**config.mk**
```make
export PLATFORM = sky130hd
export DESIGN_NAME = grayscale_stream
export DESIGN_NICKNAME = d
export VERILOG_FILES = /design/src/rtl/grayscale_stream_pkg.sv /design/src/rtl/grayscale_stream_gray_div3.sv /design/src/rtl/grayscale_stream.sv
export SDC_FILE = /design/constraint.sdc
export NUM_CORES = 1
export LEC_CHECK = 0
export BUFFER_PORTS_ARGS = -buffer_cell sky130_fd_sc_hd__clkbuf_2
export CORE_ASPECT_RATIO = 1.4
export CORE_UTILIZATION = 45
export DETAILED_ROUTE_END_ITERATION = 8
export PLACE_DENSITY = 0.66
export REMOVE_ABC_BUFFERS = 1
export SLEW_MARGIN = 10
export SYNTH_ARGS = -nofsm -noshare
export SYNTH_HDL_FRONTEND = slang
export SYNTH_SLANG_ARGS = --single-unit
```
**constraint.sdc**
```tcl
create_clock -name clock -period 5 [get_ports clock]
set_input_delay 1 -clock clock [delete_from_list [all_inputs] [get_ports clock]]
set_output_delay 1 -clock clock [all_outputs]
set_load 0.1 [all_outputs]
```
**src/rtl/grayscale_stream_pkg.sv**
```systemverilog
// Shared frame geometry and types for the grayscale and Sobel edge stages.
package grayscale_stream_pkg;

    localparam int FRAME_WIDTH  = 720;
    localparam int FRAME_HEIGHT = 540;
    localparam int FRAME_PIXELS = FRAME_WIDTH * FRAME_HEIGHT;
    localparam int CNT_WIDTH    = 19;

    typedef enum logic [1:0] {IDLE, RUN, DRAIN, DONE} state_t;

    typedef struct packed {
        logic [7:0] r;
        logic [7:0] g;
        logic [7:0] b;
    } rgb_t;

    function automatic logic [9:0] rgb_sum(input rgb_t p);
        return {2'b00, p.r} + {2'b00, p.g} + {2'b00, p.b};
    endfunction

endpackage

```
**src/rtl/grayscale_stream_gray_div3.sv**
```systemverilog
// Combinational floor(sum/3) for sums 0..765, kept separate so it can be checked exhaustively.
module gray_div3 (
    input  logic [9:0] sum,
    output logic [7:0] quot
);
    // 683/2048 overshoots 1/3 by sum/6144, which never crosses an integer boundary below 766.
    assign quot = 8'((20'(sum) * 20'd683) >> 11);

endmodule

```
**src/rtl/grayscale_stream.sv**
```systemverilog
// One-frame RGB to grayscale converter between an FWFT input FIFO and the edge stage's FIFO.
module grayscale_stream #(
    parameter int FRAME_PIXELS = grayscale_stream_pkg::FRAME_PIXELS,
    parameter int CNT_WIDTH    = grayscale_stream_pkg::CNT_WIDTH
) (
    input  logic                 clock,
    input  logic                 reset,
    output logic                 in_rd_en,
    input  logic                 in_empty,
    input  logic [23:0]          in_dout,
    output logic                 out_wr_en,
    input  logic                 out_full,
    output logic [7:0]           out_din,
    output logic                 frame_done,
    output logic [CNT_WIDTH-1:0] pixel_count
);
    import grayscale_stream_pkg::*;

    localparam logic [CNT_WIDTH-1:0] FP_C = CNT_WIDTH'(FRAME_PIXELS);

    state_t               state, state_nxt;
    logic [CNT_WIDTH-1:0] rd_cnt;
    logic                 s1_v, s2_v;
    logic [9:0]           s1_sum;
    logic [7:0]           s2_gray;
    logic [7:0]           div_q;
    logic                 s1_acc, s2_acc;
    rgb_t                 px;

    assign px = rgb_t'(in_dout);

    // Ready chain runs back from the output FIFO so a full pipe still moves at one pixel per cycle.
    assign out_wr_en  = s2_v & ~out_full;
    assign s2_acc     = ~s2_v | out_wr_en;
    assign s1_acc     = ~s1_v | s2_acc;
    assign in_rd_en   = (state == RUN) & ~in_empty & (rd_cnt < FP_C) & s1_acc;
    assign out_din    = s2_gray;
    assign frame_done = (state == DONE);

    gray_div3 u_div (
        .sum  (s1_sum),
        .quot (div_q)
    );

    always_ff @(posedge clock or posedge reset) begin
        if (reset) begin
            s1_v    <= 1'b0;
            s2_v    <= 1'b0;
            s1_sum  <= '0;
            s2_gray <= '0;
        end else begin
            if (s1_acc) begin
                s1_v <= in_rd_en;
                if (in_rd_en) s1_sum <= rgb_sum(px);
            end
            if (s2_acc) begin
                s2_v <= s1_v;
                if (s1_v) s2_gray <= div_q;
            end
        end
    end

    always_ff @(posedge clock or posedge reset) begin
        if (reset) begin
            rd_cnt      <= '0;
            pixel_count <= '0;
        end else if (state == DONE) begin
            rd_cnt      <= '0;
            pixel_count <= '0;
        end else begin
            if (in_rd_en)  rd_cnt      <= rd_cnt + 1'b1;
            if (out_wr_en) pixel_count <= pixel_count + 1'b1;
        end
    end

    always_ff @(posedge clock or posedge reset) begin
        if (reset) state <= IDLE;
        else       state <= state_nxt;
    end

    always_comb begin
        state_nxt = state;
        case (state)
            IDLE:    if (!in_empty) state_nxt = RUN;
            RUN:     if (rd_cnt == FP_C) state_nxt = DRAIN;
            DRAIN:   if (pixel_count == FP_C) state_nxt = DONE;
            DONE:    state_nxt = IDLE;
            default: state_nxt = IDLE;
        endcase
    end

endmodule

```
==> reports/qor.csv, run 1 <==
metric;value;unit
synth_seq_cells;60;
cts_buffer_depth;2;
die_h;127;µm
max_slew_margin;37.4;%
drt-total-wl;10500;µm
instances_no_fill;735;
ys_types;55;
avgSynthCellArea;9.55;µm²
status;complete, no violations;
period_share;90.5;%
startpoint_type;register;
hpwlAfterDp;8380;µm
yosys_warnings;0;
clock-sinks;60;
min_from;out_din[1];
grt-ovfl-total;0;
rrSetupSlack;0.48;ns
grt_start_max_net_pins;47;
holdBufCountCts;0;
worstPathRequired;5.22;ns
cts_max_level;3;
maxCapViolCount;0;
fin_crit;4.52;ns
clkTransAtPathRegs;0.06;ns
clock_latency;0.33;ns
async_flop_share;100;%
worst_pin_slew;0.937;ns
maxSlewViolCount;0;
clock_skew;0.00834;ns
end_kind;register;
post_cts_buffers;0;
wl_per_cell;14.3;µm
io_pins;58;
reg2reg_to;out_din[7];
nets;721;
synth-main-ff-cell;dfrtp_1;
diodes;0;
num_vias;3934;
hold_depth;2;
fin_setup_tns;0;ns
max_freq;221;MHz
cts_buffers;9;
crit_arrival;4.75;ns
final_cell_mix;ha_1 (74), inv_1 (69), dfrtp_1 (60);
drt-vias-per-instance;5.35;
root_buffer;clkbuf_16;
die_area;0.0116;mm²
syn2layout_area_growth;14.4;%
final_area;0.00576;mm²
post_cts_resized;0;
row_count;45;
core-area;0.0109;mm²
die_width;91.4;µm
crit_path_max_fanout;5;
initial_utilization;46.3;%
io_buffer_count;57;
ant_nets;0;
finalSetupViolCount;0;
drc;0;
synthCells;527;
hold_violations;0;
drive_above_1_share;15.0;%
rsz0062_at_grt;false;
gp_congestion;0.880;
tritoncts;done;
antenna_found_initial;0;
grt_use_total;19.5;%
synth_edf_count;0;
reg2regPathDepth;14;
critical_path_class;reg -> reg;
yosysSeqAreaShare;29.8;%
grt_pass1_vias;3980;
hp-class;reg -> reg;
layout_commonest_cell;ha_1;
min_to;out_din[1];
netlist_area;0.00503;mm²
dr.pass1.iters;4;
drtIter0Drc;136;
grt_pass1_wl;18000;µm
placed_cell_area;0.00547;mm²
numPlacedInstances;719;
r2r_start;s1_sum[6];
-- critical path, stage by stage (launching register included) --
cell and delay, ns:
dfrtp_1 0.45, ha_1 0.33, ha_1 0.34, fa_1 0.50
inv_1 0.06, fa_1 0.51, fa_1 0.52, inv_1 0.04
ha_1 0.32, a21oi_1 0.15, o21a_1 0.13, a2bb2oi_1 0.29
a21oi_1 0.21, a31o_2 0.29, a221o_1 0.28
-- worst max-delay path by stage --
stage	end	slack, ns	from	depth (start not counted)
floorplan	out_din[2]	0.78	s1_sum[7]	16
global placement	out_din[7]	0.60	s1_sum[0]	14
detailed placement	out_din[7]	0.48	s1_sum[0]	14
CTS	out_din[2]	0.46	s1_sum[7]	16
global route	out_din[2]	0.21	s1_sum[7]	16
finish	out_din[7]	0.48	s1_sum[6]	14
-- per-stage QoR --
stage	setup slack (ns)	util [%]	hold slack, ns
2_1_floorplan	0.776	-	0.471
3_3_place_gp	0.599	50.4	0.466
3_5_place_dp	0.477	50.4	0.467
4_1_cts	0.464	53.0	0.481
5_1_grt	0.213	53.0	0.506
6_report	0.476	53.0	0.473
-- synth_stat cells, drive strengths merged (2+ instances only) --
| master | count | area (µm²) |
|---|---|---|
| a211oi | 5 | 42.5 |
| a21boi | 2 | 15.0 |
| a21o | 2 | 15.0 |
| a21oi | 24 | 120 |
| a31o | 3 | 26.3 |
| and2 | 2 | 12.5 |
| and3 | 6 | 37.5 |
| and4 | 2 | 17.5 |
| buf | 5 | 28.8 |
| clkbuf | 4 | 15.0 |
| dfrtp | 60 | 1500 |
| fa | 30 | 601 |
| ha | 74 | 926 |
| inv | 70 | 263 |
| nand2 | 46 | 173 |
| nand2b | 3 | 18.8 |
| nand3 | 11 | 60.1 |
| nand4 | 12 | 75.1 |
| nor2 | 39 | 146 |
| nor2b | 3 | 18.8 |
| nor3 | 15 | 75.1 |
| nor4 | 5 | 52.6 |
| o211ai | 2 | 20.0 |
| o21a | 6 | 45.0 |
| o21ai | 28 | 140 |
| o21bai | 2 | 15.0 |
| o31ai | 5 | 37.5 |
| or3 | 8 | 50.1 |
| xnor2 | 20 | 175 |
| xor2 | 15 | 131 |
-- layout make-up --
type,instances,area [µm²]
Inverter,70,263
Clock inverter,6,46.3
Clock buffer,10,239
Sequential cell,60,1500
Multi-Input combinational cell,388,3230
Timing Repair Buffer,60,308
Fill cell,1007,5110
Tap cell,141,176
-- layer usage --
layer	global-route usage, %	up-vias	part of all wire [%]
li1	-	1926	-
met1	22.4	1927	40
met2	34.3	51	54
met3	2.92	30	2.0
met4	11.2	0	3.7
met5	0	-	0
-- logic make-up after synthesis --
logic type	share of synthesized area, %
compound gates	11.6
simple gates	15.6
buf+inv	6.09
xor+xnor	6.09
fa+ha+maj	30.3
flops	29.8
mux	0.497
-- sequential cells by signal, summed over array words and instances (netlist names) --
register and flops:
pixel_count 19, state 2, s2_v 1, s1_v 1, out_din 8, s1_sum 10, rd_cnt 19
Power of run 1 is left out: the tool's default activity adds up to more than one toggle a clock period on the data nets, which glitch-free logic cannot reach.
==> inputs of run 2 (changes only) <==
Clock period 5 ns to 5.7 ns, I/O delays scaled along.
==> run 2 against run 1 <==
Effect of this change:
- setup slack improved by 0.66 ns
- clock-buffer cell count increased by 2
- first-iteration DRC count decreased by 22%
==> reports/qor.csv, run 2 (synthesis results as in run 1) <==
metric;value;unit;change
grt-ovfl-total;0;;unchanged
worstPathCellList;ha_1, ha_1, inv_1, fa_1, inv_1, fa_1, inv_1, fa_1, inv_1, ha_1, a211oi_1, o21ai_0, o211ai_1, a21oi_1, or3_1, a31o_2;;was ha_1, ha_1, fa_1, inv_1, fa_1, fa_1, inv_1, ha_1, a21oi_1, o21a_1, a2bb2oi_1, a21oi_1, a31o_2, a221o_1
min_to;out_din[1];;unchanged
wl_per_cell;14.3;µm;about the same
status;complete, no violations;;unchanged
crit_arrival;4.78;ns;was 4.75 ns
ant_nets;0;;unchanged
row_count;45;;unchanged
cpPeakStageDelay;0.53;ns;was 0.52 ns
hp-class;reg -> reg;;unchanged
holdBufCountCts;0;;unchanged
num_vias;3949;;was 3,934
io_pins;58;;unchanged
rsz0062_at_grt;false;;unchanged
final_cell_mix;ha_1 (74), inv_1 (69), dfrtp_1 (60);;unchanged
clock-sinks;60;;unchanged
reg2regPathDepth;16;;was 14
finalSetupViolCount;0;;unchanged
grt_pass1_vias;4048;;was 3,980
critPathSlowestCell;fa_1;;unchanged
period_share;80.0;%;was 90.5%
worstPathRequired;5.92;ns;was 5.22 ns
hpwlAfterDp;8340;µm;was 8380 µm
hold_violations;0;;unchanged
drtIter0Drc;106;;was 136
tritoncts;done;;unchanged
dr.pass1.iters;4;;unchanged
end_kind;register;;unchanged
grt_pass1_wl;18200;µm;was 18,000 µm
cts_max_level;3;;unchanged
nets;721;;unchanged
clock_skew;0.00591;ns;was 0.00834 ns
worst_pin_slew;0.875;ns;was 0.937 ns
post_cts_buffers;0;;unchanged
startpoint_type;register;;unchanged
core-area;0.0109;mm²;unchanged
fin_crit;4.56;ns;was 4.52 ns
antenna_found_initial;0;;unchanged
maxCapViolCount;0;;unchanged
reg2reg_to;out_din[2];;was out_din[7]
largestRegisters;pixel_count: 19 flops, rd_cnt: 19 flops, s1_sum: 10 flops;;unchanged
clock_latency;0.33;ns;about the same
syn2layout_area_growth;15.1;%;was 14.4%
r2r_start;s1_sum[7];;was s1_sum[6]
max_slew_margin;41.6;%;was 37.4%
io_buffer_count;57;;unchanged
layout_commonest_cell;ha_1;;unchanged
grt_use_total;19.7;%;was 19.5%
clkTransAtPathRegs;0.06;ns;about the same
cts_buffers;9;;unchanged
cts_buffer_depth;2;;unchanged
drt-total-wl;10500;µm;about the same
diodes;0;;unchanged
initial_utilization;46.3;%;unchanged
min_from;out_din[1];;unchanged
crit_path_max_fanout;5;;unchanged
rrSetupSlack;1.14;ns;was 0.48 ns
maxSlewViolCount;0;;unchanged
drive_above_1_share;14.6;%;was 15.0%
die_width;91.4;µm;unchanged
root_buffer;clkbuf_16;;unchanged
drc;0;;unchanged
critPathMostFrequentCell;inv_1;;
critical_path_class;reg -> reg;;unchanged
max_freq;219;MHz;was 221 MHz
hold_depth;2;;unchanged
post_cts_resized;0;;unchanged
die_area;0.0116;mm²;unchanged
fin_setup_tns;0;ns;unchanged
gp_congestion;0.883;;was 0.880
die_h;127;µm;unchanged
drt-vias-per-instance;5.37;;was 5.35
grt_start_max_net_pins;61;;was 47
run 2: stage by stage:
stage	area [µm²]	util [%]	std cells	hold WS (ns)	setup slack [ns]
floorplan	4990	-	518	0.471	1.48
global placement	5470	50.4	719	0.462	1.30
detailed placement	5470	50.4	719	0.471	1.11
CTS	5790	53.3	735	0.484	1.10
global route	5790	53.3	735	0.504	0.878
finish	5790	53.3	735	0.479	1.14
run 2: metal layers:
metal  routed length (µm)  global-route usage (%)
met5                    0                       0
met4                  364                    10.4
met3                  197                    3.15
met2                 5760                    35.8
met1                 4190                    21.8
run 2: worst max-delay path: cells and delay by family, from the launching register on:
family / cells / cell delay, ns
fa+ha+maj: 6 / 2.47
compound gates: 5 / 1.01
flops: 1 / 0.44
simple gates: 1 / 0.32
buf+inv: 4 / 0.19
run 2: area by class of cell:
class | instances | area, µm²
clock inverter | 4 | 72.6
clock buffer | 12 | 246
sequential | 60 | 1500
timing repair buffer | 60 | 308
inverter | 70 | 263
multi-input combinational | 388 | 3230
tap | 141 | 176
fill | 985 | 5070
run 2: worst max path at each step:
stage	from	to	slack (ns)
floorplan	s1_sum[7]	out_din[2]	1.48
global placement	s1_sum[0]	out_din[7]	1.30
detailed placement	s1_sum[7]	out_din[2]	1.11
CTS	s1_sum[7]	out_din[2]	1.10
global route	s1_sum[7]	out_din[2]	0.88
finish	s1_sum[7]	out_din[2]	1.14
Power of run 2 is left out for the same reason.
==> inputs of run 3 (changes only) <==
Clock period 5.7 ns to 4.45 ns, I/O delays scaled along.
==> run 3 against run 2 <==
Effect of this change:
- clock-buffer cell count decreased by 1
- global-route usage is 0.067 points lower
- wire length rose by 2.3%
- worst hold slack lost 0.0015 ns
- critical path type unchanged
- largest cell class unchanged
- highest routed layer unchanged
==> reports/qor.csv, run 3 (synthesis results as in run 1) <==
metric;value;unit;change
final_area;0.00597;mm²;was 0.00579 mm²
row_count;45;;unchanged
worstPathRequired;4.67;ns;was 5.92 ns
critical_path_class;reg -> reg;;unchanged
drt-vias-per-instance;5.32;;was 5.37
hold_violations;0;;unchanged
max_slew_margin;36.9;%;was 41.6%
cts_buffers;9;;unchanged
diodes;0;;unchanged
drc;0;;unchanged
hp-class;reg -> reg;;unchanged
drtIter0Drc;130;;was 106
final_cell_mix;ha_1 (69), inv_1 (68), dfrtp_1 (58);;was ha_1 (74), inv_1 (69), dfrtp_1 (60)
worst_pin_slew;0.946;ns;was 0.875 ns
clkTransAtPathRegs;0.06;ns;about the same
finalSetupViolCount;0;;unchanged
io_pins;58;;unchanged
die_area;0.0116;mm²;unchanged
end_kind;register;;unchanged
drive_above_1_share;18.6;%;was 14.6%
initial_utilization;46.3;%;unchanged
grt-ovfl-total;0;;unchanged
clock_skew;0.00768;ns;was 0.00591 ns
die_h;127;µm;unchanged
ant_nets;0;;unchanged
io_buffer_count;57;;unchanged
max_freq;233;MHz;was 219 MHz
seq_area;0.00150;mm²;about the same
crit_path_max_fanout;5;;unchanged
fin_setup_tns;0;ns;unchanged
clock-sinks;60;;unchanged
final_util;55.0;%;was 53.3%
wl_per_cell;14.5;µm;was 14.3 µm
startpoint_type;register;;unchanged
grt_pass1_vias;4016;;was 4,048
core-area;0.0109;mm²;unchanged
drt-total-wl;10800;µm;was 10,500 µm
rsz0062_at_grt;false;;unchanged
cts_max_level;3;;unchanged
hpwlAfterDp;8380;µm;was 8340 µm
grt_pass1_wl;18100;µm;was 18,200 µm
syn2layout_area_growth;18.7;%;was 15.1%
die_width;91.4;µm;unchanged
layout_commonest_cell;ha_1;;unchanged
dr.pass1.iters;4;;unchanged
cts_buffer_depth;2;;unchanged
maxSlewViolCount;0;;unchanged
num_vias;3957;;was 3,949
placed_cell_area;0.00552;mm²;was 0.00547 mm²
crit_arrival;4.50;ns;was 4.78 ns
root_buffer;clkbuf_16;;unchanged
tritoncts;done;;unchanged
multi_input_area;0.00334;mm²;was 0.00323 mm²
grt_start_max_net_pins;39;;was 61
nets;730;;was 721
grt_use_total;19.6;%;was 19.7%
status;complete, no violations;;unchanged
maxCapViolCount;0;;unchanged
clock_latency;0.33;ns;about the same
antenna_found_initial;0;;unchanged
fin_crit;4.28;ns;was 4.56 ns
period_share;96.3;%;was 80.0%
fin_hold_ws;0.477;ns;was 0.479 ns
largestRegisters;pixel_count: 19 flops, rd_cnt: 19 flops, s1_sum: 10 flops;;unchanged
gp_congestion;0.859;;was 0.883
nFillCells;971;;was 985
-- run 3: cell types whose count changed in the layout (fill, tap and decap cells not counted), moves of 3 or more --
cell     before  now
buf_4         3   12
ha_1         74   69
ha_4          0    5
a21oi_1      24   21
-- run 3: worst paths after layout --
kind | startpoint | endpoint | slack [ns] | depth (start not counted)
worst min-delay path | out_din[4] | out_din[4] | 0.48 | 2
min in group asynchronous | reset | pixel_count[5] | 0.64 | 2
worst max-delay path | s1_sum[4] | out_din[2] | 0.17 | 16
worst max register to register | s1_sum[4] | out_din[2] | 0.17 | 16
max in group asynchronous | reset | s1_sum[4] | 2.93 | 3
worst min register to register | out_din[4] | out_din[4] | 0.48 | 2
-- run 3: worst max-delay path: stages, from the launching register on --
cell and delay [ns]:
dfrtp_2 0.44, ha_1 0.23, ha_1 0.27, inv_1 0.05, fa_1 0.53, inv_1 0.06, fa_1 0.50, inv_1 0.05
fa_1 0.49, inv_1 0.06, ha_4 0.24, a211oi_2 0.18, o21ai_1 0.12, o211ai_1 0.29, a21oi_2 0.12, or3_1 0.31
a31o_2 0.23
-- run 3: repair_timing --
item                       in CTS  in global routing
hold buffers                    0                  0
setup buffers                   0                  3
gates resized for setup         3                 16
setup endpoints to repair       2                  6
pin swaps                       1                  6
-- run 3: metrics by stage --
stage / setup WS [ns] / std cells
6_report: 0.167 / 744
5_1_grt: 0.00568 / 744
4_1_cts: 0.00612 / 741
3_5_place_dp: -0.0407 / 725
3_3_place_gp: 0.0718 / 725
2_1_floorplan: 0.226 / 518
-- run 3: layout make-up --
cell class | count | share of cell area (%)
multi-input combinational | 388 | 55.9
sequential | 60 | 25.2
timing repair buffer | 69 | 6.28
inverter | 70 | 4.40
clock buffer | 11 | 4.06
tap | 141 | 2.95
clock inverter | 5 | 1.26
-- run 3: per-layer routing --
metal	track usage, %	vias up	wire length (µm)
met1	22.1	1937	4270
li1	-	1940	-
met3	3.81	22	285
met2	35.7	58	5930
met5	0	-	0
met4	8.31	0	280
Power of run 3 is left out for the same reason.
